$ cat config.mk
export PLATFORM = sky130hd
export DESIGN_NAME = id_ex_hazard_stage
export DESIGN_NICKNAME = d
export VERILOG_FILES = /design/src/rtl/id_ex_hazard_stage.sv
export SDC_FILE = /design/constraint.sdc
export NUM_CORES = 1
export LEC_CHECK = 0
export CORE_AREA = 2 2 128 130
export CTS_CLUSTER_DIAMETER = 200
export CTS_CLUSTER_SIZE = 25
export DETAILED_ROUTE_END_ITERATION = 10
export DIE_AREA = 0 0 130 132
export DONT_BUFFER_PORTS = 1
export GPL_ROUTABILITY_DRIVEN = 0
export PLACE_DENSITY_LB_ADDON = 0.15
export SYNTH_ARGS = -nofsm -noshare
export SYNTH_HDL_FRONTEND = slang
export SYNTH_SLANG_ARGS = --single-unit
$ cat constraint.sdc
create_clock -name clk -period 2.55 [get_ports clk]
set_input_delay 0.3825 -clock clk [delete_from_list [all_inputs] [get_ports clk]]
set_output_delay 0.3825 -clock clk [all_outputs]
set_load 0.005 [all_outputs]
$ cat src/rtl/id_ex_hazard_stage.sv
// ============================================================================
// Module   : id_ex_hazard_stage
// Purpose  : ID/EX pipeline register with control decode, load-use hazard
//            detection and taken-branch flush. Optional stall counter is
//            enabled with `define ID_EX_STALL_CNT_EN.
// Revision : 1.0 - initial release
// ============================================================================
`default_nettype none

module id_ex_hazard_stage #(
  parameter int CNT_W = 32
) (
  input  logic        clk,
  input  logic        reset,
  input  logic        PCSrc,
  input  logic [31:0] PC_ID,
  input  logic [31:0] IMM_ID,
  input  logic [31:0] REG_DATA1_ID,
  input  logic [31:0] REG_DATA2_ID,
  input  logic [2:0]  FUNCT3_ID,
  input  logic [6:0]  FUNCT7_ID,
  input  logic [6:0]  OPCODE_ID,
  input  logic [4:0]  RD_ID,
  input  logic [4:0]  RS1_ID,
  input  logic [4:0]  RS2_ID,
  output logic        PC_write,
  output logic        IF_ID_write,
  output logic [31:0] PC_EX,
  output logic [31:0] IMM_EX,
  output logic [31:0] REG_DATA1_EX,
  output logic [31:0] REG_DATA2_EX,
  output logic [2:0]  FUNCT3_EX,
  output logic [6:0]  FUNCT7_EX,
  output logic [4:0]  RD_EX,
  output logic [4:0]  RS1_EX,
  output logic [4:0]  RS2_EX,
  output logic        RegWrite_EX,
  output logic        MemtoReg_EX,
  output logic        MemRead_EX,
  output logic        MemWrite_EX,
  output logic        Branch_EX,
  output logic        ALUSrc_EX,
  output logic [1:0]  ALUOp_EX,
  output logic        VALID_EX
`ifdef ID_EX_STALL_CNT_EN
  ,
  output logic [CNT_W-1:0] STALL_CNT
`endif
);

  localparam logic [6:0] c_op_r      = 7'b0110011;
  localparam logic [6:0] c_op_i      = 7'b0010011;
  localparam logic [6:0] c_op_load   = 7'b0000011;
  localparam logic [6:0] c_op_store  = 7'b0100011;
  localparam logic [6:0] c_op_branch = 7'b1100011;

  typedef enum logic [0:0] {
    ST_RUN   = 1'b0,
    ST_STALL = 1'b1
  } state_t;

  state_t     r_state;
  logic [7:0] w_ctrl;     // {RegWrite,MemtoReg,MemRead,MemWrite,Branch,ALUSrc,ALUOp}
  logic       w_known;
  logic       w_rs1_used;
  logic       w_rs2_used;
  logic       w_stall;
  logic       w_bubble;

  always_comb begin
    w_ctrl     = 8'b0000_0000;
    w_known    = 1'b0;
    w_rs1_used = 1'b0;
    w_rs2_used = 1'b0;
    case (OPCODE_ID)
      c_op_r: begin
        w_ctrl = 8'b1000_0010; w_known = 1'b1; w_rs1_used = 1'b1; w_rs2_used = 1'b1;
      end
      c_op_i: begin
        w_ctrl = 8'b1000_0111; w_known = 1'b1; w_rs1_used = 1'b1;
      end
      c_op_load: begin
        w_ctrl = 8'b1110_0100; w_known = 1'b1; w_rs1_used = 1'b1;
      end
      c_op_store: begin
        w_ctrl = 8'b0001_0100; w_known = 1'b1; w_rs1_used = 1'b1; w_rs2_used = 1'b1;
      end
      c_op_branch: begin
        w_ctrl = 8'b0000_1001; w_known = 1'b1; w_rs1_used = 1'b1; w_rs2_used = 1'b1;
      end
      default: begin
        w_ctrl  = 8'b0000_0000;
        w_known = 1'b0;
      end
    endcase
  end

  assign w_stall = VALID_EX && MemRead_EX && (RD_EX != 5'd0) &&
                   (((RD_EX == RS1_ID) && w_rs1_used) || ((RD_EX == RS2_ID) && w_rs2_used));

  // A taken branch overrides the hazard: the held instruction is discarded anyway.
  assign PC_write    = !reset || PCSrc || !w_stall;
  assign IF_ID_write = !reset || PCSrc || !w_stall;
  assign w_bubble    = PCSrc || w_stall;

  always_ff @(posedge clk) begin
    if (!reset || w_bubble) begin
      PC_EX        <= 32'd0;
      IMM_EX       <= 32'd0;
      REG_DATA1_EX <= 32'd0;
      REG_DATA2_EX <= 32'd0;
      FUNCT3_EX    <= 3'd0;
      FUNCT7_EX    <= 7'd0;
      RD_EX        <= 5'd0;
      RS1_EX       <= 5'd0;
      RS2_EX       <= 5'd0;
      RegWrite_EX  <= 1'b0;
      MemtoReg_EX  <= 1'b0;
      MemRead_EX   <= 1'b0;
      MemWrite_EX  <= 1'b0;
      Branch_EX    <= 1'b0;
      ALUSrc_EX    <= 1'b0;
      ALUOp_EX     <= 2'b00;
      VALID_EX     <= 1'b0;
    end else begin
      PC_EX        <= PC_ID;
      IMM_EX       <= IMM_ID;
      REG_DATA1_EX <= REG_DATA1_ID;
      REG_DATA2_EX <= REG_DATA2_ID;
      FUNCT3_EX    <= FUNCT3_ID;
      FUNCT7_EX    <= FUNCT7_ID;
      RD_EX        <= RD_ID;
      RS1_EX       <= RS1_ID;
      RS2_EX       <= RS2_ID;
      RegWrite_EX  <= w_ctrl[7];
      MemtoReg_EX  <= w_ctrl[6];
      MemRead_EX   <= w_ctrl[5];
      MemWrite_EX  <= w_ctrl[4];
      Branch_EX    <= w_ctrl[3];
      ALUSrc_EX    <= w_ctrl[2];
      ALUOp_EX     <= w_ctrl[1:0];
      VALID_EX     <= w_known;
    end
  end

  // The stall bubble clears MemRead_EX, so STALL always falls back to RUN.
  always_ff @(posedge clk) begin
    if (!reset) begin
      r_state <= ST_RUN;
    end else begin
      case (r_state)
        ST_RUN:   r_state <= (w_stall && !PCSrc) ? ST_STALL : ST_RUN;
        ST_STALL: r_state <= ST_RUN;
        default:  r_state <= ST_RUN;
      endcase
    end
  end

`ifdef ID_EX_STALL_CNT_EN
  always_ff @(posedge clk) begin
    if (!reset) begin
      STALL_CNT <= '0;
    end else if (w_stall && !PCSrc && (STALL_CNT != {CNT_W{1'b1}})) begin
      STALL_CNT <= STALL_CNT + 1'b1;
    end
  end
`endif

endmodule

`default_nettype wire

==> impl_metrics.tcl <==
set metrics [dict create \
    drive_gt1_share_pct 23.0 \
    first_pass_iters 5 \
    cpMaxStageDelayCell "nor4bb_4" \
    htree_levels 4 \
    cts_made_buffers 17 \
    r2r_slack_ns 0.61 \
    hold_viol_final 0 \
    worst_setup_path_start_kind "register" \
    synth_nets 732 \
    max_slew.worst_pin.slew_ns 0.603 \
    dp_cells 741 \
    synth_top_area_share_pct 58.8 \
    die_h_um 132 \
    critPathTopFamily "simple AND/OR/NAND/NOR gates" \
    cts-resized-gates 0 \
    clkLatencyLatePin_ns 0.42 \
    whs_endpoint "MemtoReg_EX$_SDFF_PP0_" \
    p_leak_nw 2.34 \
    final_util_pct 40.0 \
    ys_async_sr_fraction_pct 0 \
    multiInputGateArea_um2 1980 \
    fin_cells 773 \
    slew_headroom_pct 59.8 \
    syn_avg_cell_area_um2 9.63 \
    die_area_um2 17200 \
    path_max_fanout 5 \
    critPathCaptureType "output pin" \
    met1_usage_pct 16.3 \
    synthCells 569 \
    slew_violations 0 \
    grt_max_degree 97 \
    busiest_layer "met2" \
    synthFlopType "dfxtp_1" \
    crit_arrival_ns 1.93 \
    critPathBufInv 0 \
    rows 46 \
    routed_wirelength_mm 14.1 \
    maxCapViolations 0 \
    fillers 1545 \
    p_per_area_nw_per_um2 906 \
    antenna_found_initial 0 \
    io_buffers 0 \
    postLayoutCellArea_um2 6280 \
    num_vias 3798 \
    postRouteAntennaNets 0 \
    hold_depth 1 \
    min_from "OPCODE_ID[4]" \
    critPathMaxStageDelay_ns 0.50 \
    required_ns 2.17 \
    r2r-start "RD_EX[2]$_SDFF_PP0_" \
    ys_top_cells_by_area "dfxtp_1 (59%), a21oi_2 (13%), nand2_1 (11%)" \
    fp.dieW_um 130 \
    regArea_um2 3220 \
    drc_errors 0 \
    post_dp_cell_area_um2 5620 \
    grt_pass1_wl_mm 20.6 \
    cts_sinks 161 \
    io_pins 327 \
    power_mw 5.68 \
    synth_most_common_cell "dfxtp_1" \
    timing.rr.end "REG_DATA1_EX[7]$_SDFF_PP0_" \
    finalSetupTns_ns 0 \
    rsz0062_at_grt "no" \
    synthToLayoutAreaGrowth_pct 14.6 \
    place_ws_ns 0.554 \
    setup_slack_ns 0.239 \
    clk_pin_slew_ns 0.06 \
    yosysWarnings 0 \
    grt_use_met3_pct 7.26 \
    synth_area_um2 5480 \
    hold_slack_ns 0.0396 \
    vias_per_cell 4.91 \
    ys_seq_area_share_pct 58.8 \
    use_met2_pct 27.4 \
    worstPathCellList "or4_1 > nor2_1 > nor4bb_4 > nand3_1" \
    grt_overflow 0 \
    reg2regPathDepth 5 \
    ir_drop_uv 442 \
    grt_pass1_vias 3698 \
    track_usage_pct 15.9 \
    cts_setup_buffers 0 \
    start_util_pct 34.9 \
    hpwlAfterDp_mm 9.78 \
    ctsHoldBuffers 0 \
    fmax_mhz 433 \
    drt_iter0_markers 143 \
    fin_crit_ns 2.31 \
    synth-seq-cells 161 \
    path_class "register to output pin" \
    cts_buffer_depth 2 \
    finalClockSkew_ns 0.00867 \
    outcome "finished, final reports clean" \
    synth_cell_types 21 \
    synth_commonest_cells "dfxtp_1 (161), nand2_1 (159), a21oi_2 (80)" \
    diodes 0 \
    hold_path_class "input pin to register" \
    cts_root_buffer "clkbuf_16" \
    synth_largest_area_cell "dfxtp_1" \
    core_um2 15700 \
    setup_viol 0 \
    nets 707 \
    fin_crit_sh_pct 90.6 \
    wl_per_cell_um 18.3 \
    synth-edff-count 0 \
    cts_tree "done" \
]
[sequential cells by signal (all words and copies together) (netlist names)]
register,cells
ALUOp_EX,2
ALUSrc_EX,1
Branch_EX,1
FUNCT3_EX,3
FUNCT7_EX,7
IMM_EX,32
MemWrite_EX,1
MemtoReg_EX,1
PC_EX,32
RD_EX,5
REG_DATA1_EX,32
REG_DATA2_EX,32
RS1_EX,5
RS2_EX,5
RegWrite_EX,1
VALID_EX,1
[area by class of cell]
type                       count  share of cell area [%]
tap                          216                    4.31
clock inverter                11                    2.75
timing repair buffer          12                    2.43
multi-input combinational    352                    31.5
sequential                   161                    51.3
clock buffer                  21                    7.65
[worst reg2reg max path, delay by kind of cell, from the launching register on]
kind            cells  cell delay, ns
buf+inv             1            0.42
compound gates      1            0.21
flops               1            0.44
simple gates        3            0.74
[per-layer routing]
metal / vias to the layer above / routed length, µm / part of all wire, %
met4: 0 / 267 / 1.9
met3: 19 / 1500 / 11
li1: 1812 / - / -
met5: - / 0 / 0
met1: 1775 / 5220 / 37
met2: 192 / 7140 / 51
[logic make-up after synthesis]
family / share of synthesized area (%)
compound gates: 20.8
simple gates: 13.2
xor+xnor: 1.60
buf+inv: 5.60
flops: 58.8
[worst max path at each step]
stage / startpoint / endpoint / slack [ns] / depth (start not counted)
floorplan: OPCODE_ID[1] / PC_write / 0.55 / 7
global placement: OPCODE_ID[1] / MemWrite_EX$_SDFF_PP0_ / 0.61 / 5
detailed placement: OPCODE_ID[1] / PC_EX[16]$_SDFF_PP0_ / 0.55 / 5
CTS: RD_EX[2]$_SDFF_PP0_ / IF_ID_write / 0.16 / 4
global route: RD_EX[2]$_SDFF_PP0_ / IF_ID_write / 0.09 / 4
finish: RD_EX[2]$_SDFF_PP0_ / IF_ID_write / 0.24 / 4
[cells in the final DEF, fill, tap and decap left out, types with 2 or more instances in the layout]
| cell type | Yosys | final |
|---|---|---|
| xnor2_1 | 10 | 10 |
| nand3_1 | 9 | 9 |
| dfxtp_1 | 161 | 161 |
| inv_6 | 0 | 3 |
| buf_12 | 0 | 5 |
| buf_4 | 2 | 7 |
| clkinv_2 | 0 | 2 |
| nor2_1 | 2 | 2 |
| a211oi_1 | 4 | 4 |
| nand4_1 | 2 | 2 |
| bufinv_16 | 0 | 4 |
| a21oi_1 | 77 | 77 |
| clkbuf_8 | 0 | 4 |
| clkbuf_16 | 0 | 17 |
| nand2_1 | 159 | 159 |
| a21oi_2 | 80 | 80 |
[power breakdown]
part | internal, mW | switching, mW | leakage (nW) | total (mW)
Clock | 1.75 | 1.03 | 0.320 | 2.78
Combinational | 0.0837 | 0.145 | 0.693 | 0.229
Sequential | 2.61 | 0.0590 | 1.32 | 2.67
Total | 4.45 | 1.23 | 2.34 | 5.68
(Power assumes the default switching activity.)
